$ cat config.mk
export PLATFORM = sky130hd
export DESIGN_NAME = x_top_mem_arb
export DESIGN_NICKNAME = d
export VERILOG_FILES = /design/src/rtl/x_top_mem_arb.sv
export SDC_FILE = /design/constraint.sdc
export NUM_CORES = 1
export LEC_CHECK = 0
export CORE_UTILIZATION = 32
export DETAILED_ROUTE_END_ITERATION = 8
export GPL_ROUTABILITY_DRIVEN = 0
export PLACE_DENSITY = 0.77
export SYNTH_ARGS = -nofsm -noshare
export SYNTH_HDL_FRONTEND = slang
export SYNTH_SLANG_ARGS = --single-unit
$ cat constraint.sdc
create_clock -name i_clk -period 2.85 [get_ports i_clk]
set_clock_uncertainty 0.15 [all_clocks]
set_input_delay 0.4275 -clock i_clk [delete_from_list [all_inputs] [get_ports i_clk]]
set_output_delay 0.4275 -clock i_clk [all_outputs]
set_load 0.005 [all_outputs]
$ cat src/rtl/x_top_mem_arb.sv
// Two-port arbiter sharing one memory bridge between two requesters.
// One port owns the bridge at a time. Its request is captured into registers
// and held on the bridge until the bridge accepts it. A watchdog raises a
// sticky flag when a granted transaction stalls too long.
module x_top_mem_arb #(
    parameter bit p_rr      = 1'b1,
    parameter int p_timeout = 100000
) (
    input  logic        i_clk,
    input  logic        i_nrst,
    input  logic        i_p0_valid,
    input  logic        i_p0_rnw,
    input  logic [31:0] i_p0_addr,
    input  logic [31:0] i_p0_data,
    output logic        o_p0_accept,
    output logic [31:0] o_p0_data,
    input  logic        i_p1_valid,
    input  logic        i_p1_rnw,
    input  logic [31:0] i_p1_addr,
    input  logic [31:0] i_p1_data,
    output logic        o_p1_accept,
    output logic [31:0] o_p1_data,
    output logic        o_m_valid,
    output logic        o_m_rnw,
    output logic [31:0] o_m_addr,
    output logic [31:0] o_m_data,
    input  logic        i_m_accept,
    input  logic [31:0] i_m_data,
    input  logic        i_clr,
    output logic [1:0]  o_grant,
    output logic        o_timeout
);

    localparam int c_cw = $clog2(p_timeout) + 1;

    typedef enum logic [1:0] {
        IDLE = 2'd0,
        G0   = 2'd1,
        G1   = 2'd2
    } state_t;

    state_t          state_q;
    state_t          state_d;
    logic            last_q;
    logic            last_d;
    logic            cap_en;
    logic            cap_sel;
    logic            m_rnw_q;
    logic [31:0]     m_addr_q;
    logic [31:0]     m_data_q;
    logic [c_cw-1:0] wd_cnt_q;
    logic            timeout_q;
    logic            granted;
    logic            wd_hit;

    assign granted = (state_q != IDLE);

    // The watchdog fires on the granted cycle that completes p_timeout stalled cycles.
    assign wd_hit = granted && !i_m_accept &&
                    (wd_cnt_q == c_cw'(p_timeout - 1));

    // Next-state logic: arbitration from IDLE, and handover or release on accept.
    always_comb begin
        // NOTE: every output of this block gets a default first, so no path
        // leaves a signal unassigned and no latch is inferred.
        state_d = state_q;
        last_d  = last_q;
        cap_en  = 1'b0;
        cap_sel = 1'b0;
        case (state_q)
            IDLE: begin
                if (i_p0_valid && i_p1_valid) begin
                    cap_en  = 1'b1;
                    // Round-robin gives the port that was not served last;
                    // fixed priority always gives port 0.
                    cap_sel = p_rr && !last_q;
                end else if (i_p0_valid) begin
                    cap_en  = 1'b1;
                    cap_sel = 1'b0;
                end else if (i_p1_valid) begin
                    cap_en  = 1'b1;
                    cap_sel = 1'b1;
                end
                if (cap_en) begin
                    state_d = cap_sel ? G1 : G0;
                end
            end
            G0: begin
                if (i_m_accept) begin
                    last_d = 1'b0;
                    // Port 0's own valid is stale here, so only port 1 can follow directly.
                    if (i_p1_valid) begin
                        cap_en  = 1'b1;
                        cap_sel = 1'b1;
                        state_d = G1;
                    end else begin
                        state_d = IDLE;
                    end
                end
            end
            G1: begin
                if (i_m_accept) begin
                    last_d = 1'b1;
                    if (i_p0_valid) begin
                        cap_en  = 1'b1;
                        cap_sel = 1'b0;
                        state_d = G0;
                    end else begin
                        state_d = IDLE;
                    end
                end
            end
            default: state_d = IDLE;
        endcase
    end

    // State register and last-served port.
    always_ff @(posedge i_clk or negedge i_nrst) begin
        // NOTE: sequential state uses non-blocking assignments so every
        // register samples pre-edge values regardless of statement order.
        if (!i_nrst) begin
            state_q <= IDLE;
            last_q  <= 1'b1;
        end else begin
            state_q <= state_d;
            last_q  <= last_d;
        end
    end

    // Capture the winning request when a grant starts; held for the whole grant.
    always_ff @(posedge i_clk or negedge i_nrst) begin
        // NOTE: these are plain registers, not a memory array, so they take the
        // async reset and drive known zeros onto the bridge after reset.
        if (!i_nrst) begin
            m_rnw_q  <= 1'b0;
            m_addr_q <= '0;
            m_data_q <= '0;
        end else if (cap_en) begin
            m_rnw_q  <= cap_sel ? i_p1_rnw  : i_p0_rnw;
            m_addr_q <= cap_sel ? i_p1_addr : i_p0_addr;
            m_data_q <= cap_sel ? i_p1_data : i_p0_data;
        end
    end

    // Watchdog: count granted cycles from grant entry, saturate, set sticky flag.
    always_ff @(posedge i_clk or negedge i_nrst) begin
        if (!i_nrst) begin
            wd_cnt_q  <= '0;
            timeout_q <= 1'b0;
        end else begin
            if (cap_en) begin
                wd_cnt_q <= '0;
            end else if (granted && (wd_cnt_q != '1)) begin
                wd_cnt_q <= wd_cnt_q + 1'b1;
            end
            if (wd_hit) begin
                timeout_q <= 1'b1;
            end else if (i_clr) begin
                timeout_q <= 1'b0;
            end
        end
    end

    assign o_m_valid   = granted;
    assign o_m_rnw     = m_rnw_q;
    assign o_m_addr    = m_addr_q;
    assign o_m_data    = m_data_q;
    assign o_grant     = {state_q == G1, state_q == G0};
    assign o_timeout   = timeout_q;

    assign o_p0_accept = (state_q == G0) && i_m_accept;
    assign o_p1_accept = (state_q == G1) && i_m_accept;
    assign o_p0_data   = o_p0_accept ? i_m_data : 32'h0;
    assign o_p1_data   = o_p1_accept ? i_m_data : 32'h0;

endmodule

* Word-level counts from Yosys, hierarchy flattened
Cells that the tools add are included.
Word-level totals: bits in registers 87, logic and storage cells 61, bits of input ports 168, output and inout port bits 135
Cells by class: $add $sub $neg 1, eq/ne operators 7, mux-type cells 31, reduce and logical (&&, ||, !) cells 15
Operators with widths (count):
- $mux W32 | 4
- $mux W18 | 2
- $add A18 B1 Y18 const B | 1
- $eq A18 B17 Y1 const B | 1
- $ne A18 B18 Y1 const B | 1
- $mux W1 | 16
- $mux W2 | 5
- $reduce_bool A2 Y1 | 4
- $logic_and A1 B1 Y1 | 6
- $ne A2 B2 Y1 const B | 3
- $pmux W2 S3 | 1
- $reduce_and A3 Y1 | 2
- $pmux W1 S2 | 2
- $pmux W1 S3 | 1
- $eq A2 B1 Y1 const B | 1
- $eq A2 B2 Y1 const B | 1
- $logic_not A1 Y1 | 2
- $logic_not A2 Y1 | 1

* Depth between registers and ports, before layout
depth in word-level cells 7, depth in mapped cells 8, mapped depth without buffers 6

* Worst setup path after synthesis
Ideal clock, no wire load.
kind flip-flop to flip-flop, from register wd_cnt_q[0], to register wd_cnt_q[6], buffers on the path 0, setup time 0.066 ns, slack 0.948 ns, arrival 1.686 ns, period minus slack after synthesis 1.902 ns, data required time 2.634 ns, cell stages (with the launch flop) 7, cells stage by stage dfrtp_1 > ha_1 > and4_1 > or2b_2 > o21ai_2 > or4_1 > nand2_1
On the way: longest elaborated chain between the ends 3, elaborated cells on any way between the ends 6, classes of those cells 1 x add/sub; 1 x eq/ne; 2 x mux; 2 x reduce/logical
RTL lines:
- from (decl) | RTL line 51 | logic [c_cw-1:0] wd_cnt_q;
- from (signal assigned) | RTL line 154 | wd_cnt_q <= wd_cnt_q + 1'b1;
- $add A18 B1 Y18 or $ne A18 B18 Y1 (tied branches) | RTL line 154, 153
- $mux W18 or $logic_and A1 B1 Y1 (tied branches) | RTL line 153 | end else if (granted && (wd_cnt_q != '1)) begin
- $mux W18 or $reduce_bool A2 Y1 (tied branches)
Several ways; a longest one is shown, not always the timed one. The select of a mux whose other input is x is not followed. A chain may end at the register's enable or synchronous reset.

* Final worst setup path
from register state_q[0], to output o_p1_data[28]
On the way: longest elaborated chain between the ends 3
RTL lines:
- from (decl) | RTL line 42 | state_t state_q;
- from (signal assigned) | RTL line 125 | state_q <= state_d;
- $eq A2 B2 Y1 | RTL line 172 | assign o_p1_accept = (state_q == G1) && i_m_accept;
- $logic_and A1 B1 Y1 | RTL line 172
- $mux W32 | RTL line 174 | assign o_p1_data = o_p1_accept ? i_m_data : 32'h0;
- to (decl) | RTL line 22 | output logic [31:0] o_p1_data,
Every way passes these cells.

==> results.py <==
metrics = {
    "synthesis": {
        "ys.warnings.count": 0,
        "synth-main-ff-cell": "dfrtp_1",
        "synth.net_count": 662,
        "synth_area_leaders": "dfrtp_1, mux2i_1, and3_1, nand2_1, o21ai_0",
        "synth-edff-count": 0,
        "syn_avg_cell_area_um2": 9.469,
        "async_flop_share_pct": 100.0,
        "ys_ff_latch": 87,
        "yosysTopAreaCellShare_pct": 46.10,
        "synth_area_leader_cell": "dfrtp_1",
        "yosysSeqAreaShare_pct": 46.66,
        "synthDistinctLibCells": 43,
        "synth_cells": 493,
        "synthesis.area_um2": 4668,
    },
    "worst_hold_path": {
        "min_path_type": "flop to flop",
        "min_to": "o_m_data[20]$_DFFE_PN0N_",
        "hp-start": "o_m_data[20]$_DFFE_PN0N_",
        "worstHoldPathCells": 2,
    },
    "timing": {
        "hold_viol_final": 0,
        "clock.fmax_mhz": 370.4,
        "fin_setup_tns_ns": 0,
        "slew_headroom_pct": 57.36,
        "slew_viol_final": 0,
        "timing.final.crit_period_ns": 2.700,
        "setup_viol": 0,
        "tightest_slew_ns": 0.6397,
        "final_min_period_over_clock_period_pct": 94.74,
        "rsz0062_at_grt": "false",
    },
    "clock_tree": {
        "cts_tree": "yes",
        "clock_path_buffers": 2,
        "h-tree-depth": 3,
        "clk_latency_ns": 0.34,
        "clkTransAtPathRegs_ns": 0.06,
        "cts_buffers": 9,
        "cts_root_buffer": "clkbuf_16",
        "clock-sinks": 87,
    },
    "routing": {
        "viasPerCell": 4.950,
        "drt-initial-drc-count": 244,
        "ant_nets": 0,
        "wl_per_cell_um": 16.19,
        "via_count": 4787,
        "drc": 0,
        "drt-pass1-iter-count": 4,
        "drt_wl_total_um": 15660,
    },
    "setup_path": {
        "critPathMaxFanout": 15,
        "startpoint_type": "flop",
        "r2r_slack_ns": 0.75,
        "crit_buf_inv": 3,
        "required_ns": 2.27,
        "rr_worst_depth": 6,
        "slowest_delay_ns": 0.45,
        "crit_chain": "nand2b_1 -> clkinvlp_4 -> buf_4 -> and3_1 -> clkdlybuf4s50_1",
        "slowest_stage": "clkdlybuf4s50_1",
        "cp.depth": 5,
        "end_kind": "output port",
        "startpoint": "state_q[0]$_DFFE_PN0P_",
        "critical_path_class": "flop to output port",
        "crit-reg2reg-launch": "wd_cnt_q[0]$_DFFE_PN0P_",
        "worstPathArrival_ns": 2.12,
        "reg2reg_to": "wd_cnt_q[11]$_DFFE_PN0P_",
        "critPathTopFamily": "buffers and inverters",
    },
    "global_route": {
        "grt.overflow.total": 0,
        "grt_max_degree": 73,
        "grt_pass1_wl_um": 24050,
        "grt_antenna_before_repair": 0,
        "grt_usage_pct": 20.91,
        "grt_pass1_vias": 4772,
    },
    "placement": {
        "dp_hpwl_um": 12220,
        "placed_cell_area_um2": 7939,
        "io_buffers": 302,
    },
    "power_and_ir_drop": {
        "p_switching_mw": 2.236,
        "swShare_pct": 33.52,
        "p_seq_share_pct": 30.3,
        "p_per_area_nw_per_um2": 804.6,
        "combPwrFrac_pct": 50.1,
        "leakage_nw": 3.852,
        "finalPower_mw": 6.670,
        "internal_power_mw": 4.434,
        "peakVddDrop_mv": 0.4473,
        "clockPowerShare_pct": 19.6,
    },
    "floorplan": {
        "die_area_um2": 15070,
        "core_area_um2": 14040,
        "die_x_um": 122.8,
        "die_y_um": 122.8,
        "pin_count": 303,
        "rows": 43,
        "start_util_pct": 33.24,
    },
    "cells_and_area": {
        "syn_to_final_growth_pct": 77.57,
        "final_common_cell": "clkdlybuf4s50_1",
        "fill_cells": 1174,
        "final_nets": 951,
        "final_cell_mix": "clkdlybuf4s50_1, dfrtp_1, nand2_1",
        "insertedDiodeCount": 0,
        "ff_latch_area_um2": 2178,
        "multiInputGateArea_um2": 2303,
        "fin_util_pct": 59.03,
        "design_area_um2": 8289,
        "layout-drive-gt1-share_pct": 5.337,
    },
    "outcome": {
        "status": "complete, no violations",
    },
    "flow_run": {
        "maxCapViolCount": 0,
    },
}
power groups by stage:
stage	Combinational [mW]	Sequential (mW)	Clock, mW
6_report	3.34	2.02	1.31
5_1_grt	3.63	2.09	1.40
4_1_cts	3.37	2.02	1.34
3_5_place_dp	3.36	2.04	0
3_3_place_gp	3.28	2.01	0
2_1_floorplan	1.34	2.06	0
worst max-delay path by stage:
| stage | to | slack [ns] |
|---|---|---|
| 6_report | o_p1_data[28] | 0.15 |
| 5_1_grt | o_p1_data[28] | 0.02 |
| 4_1_cts | o_p1_data[28] | 0.02 |
| 3_5_place_dp | wd_cnt_q[1]$_DFFE_PN0P_ | 0.29 |
| 3_3_place_gp | o_p0_data[25] | 0.34 |
| 2_1_floorplan | wd_cnt_q[6]$_DFFE_PN0P_ | 0.95 |
sequential cells by signal (all words and copies together) (netlist names):
| signal | cells |
|---|---|
| wd_cnt_q | 18 |
| o_m_data | 32 |
| o_m_rnw | 1 |
| last_q | 1 |
| o_m_addr | 32 |
| o_timeout | 1 |
| state_q | 2 |
cells in the mapped netlist, types with 2 or more instances:
| cell | instances |
|---|---|
| nand4_1 | 2 |
| buf_4 | 6 |
| xor2_1 | 9 |
| o211ai_1 | 6 |
| o21ai_1 | 19 |
| mux2i_1 | 66 |
| and3_1 | 66 |
| nor2_1 | 17 |
| nand2b_1 | 2 |
| nand2_1 | 78 |
| buf_2 | 8 |
| o21bai_1 | 2 |
| nand3_1 | 10 |
| or4_1 | 6 |
| dfrtp_1 | 86 |
| clkbuf_1 | 23 |
| and2_1 | 2 |
| or3_1 | 2 |
| a21oi_1 | 4 |
| o21ai_0 | 51 |
| inv_1 | 5 |
| o211a_1 | 2 |
layout make-up:
type	instances	area share [%]
Sequential cell	87	26.28
Clock buffer	10	2.883
Clock inverter	6	1.117
Inverter	5	0.2717
Timing Repair Buffer	316	38.94
Tap cell	180	2.717
Multi-Input combinational cell	363	27.79
routing by layer:
| layer | up-vias | GRT usage, % | wire (µm) |
|---|---|---|---|
| met5 | - | 0 | 0 |
| li1 | 2322 | - | - |
| met3 | 32 | 4.182 | 1189 |
| met2 | 210 | 38.41 | 8173 |
| met1 | 2223 | 22.90 | 5832 |
| met4 | 0 | 9.756 | 464 |
per-stage QoR:
stage / cells / hold WS, ns / setup WS (ns)
final: 967 / 0.3313 / 0.1500
after floorplan: 493 / -0.01809 / 0.9476
after CTS: 967 / 0.3361 / 0.02040
after global placement: 950 / 0.3120 / 0.3427
after global routing: 967 / 0.3608 / 0.02249
after detailed placement: 950 / 0.3199 / 0.2868
tightest hold or removal path, cell delays in order, from the launching register on:
cell and delay, ns:
dfrtp_1 0.34, nand2_1 0.04, o21ai_0 0.06
timing repair:
item / CTS / global route
hold buffers: 1 / 0
setup buffers: 0 / 0
setup endpoints to repair: 0 / 25
endpoints found under the hold margin: 47 / 0
resized for setup: 0 / 2
logic make-up after synthesis:
family / after synthesis / synth area share (%)
simple gates: 196 / 21.92
compound gates: 91 / 10.99
flops: 87 / 46.66
mux: 66 / 14.15
buf+inv: 43 / 4.315
xor+xnor: 9 / 1.689
fa+ha+maj: 1 / 0.2680
Note: power is estimated with default switching activity, not from simulation.
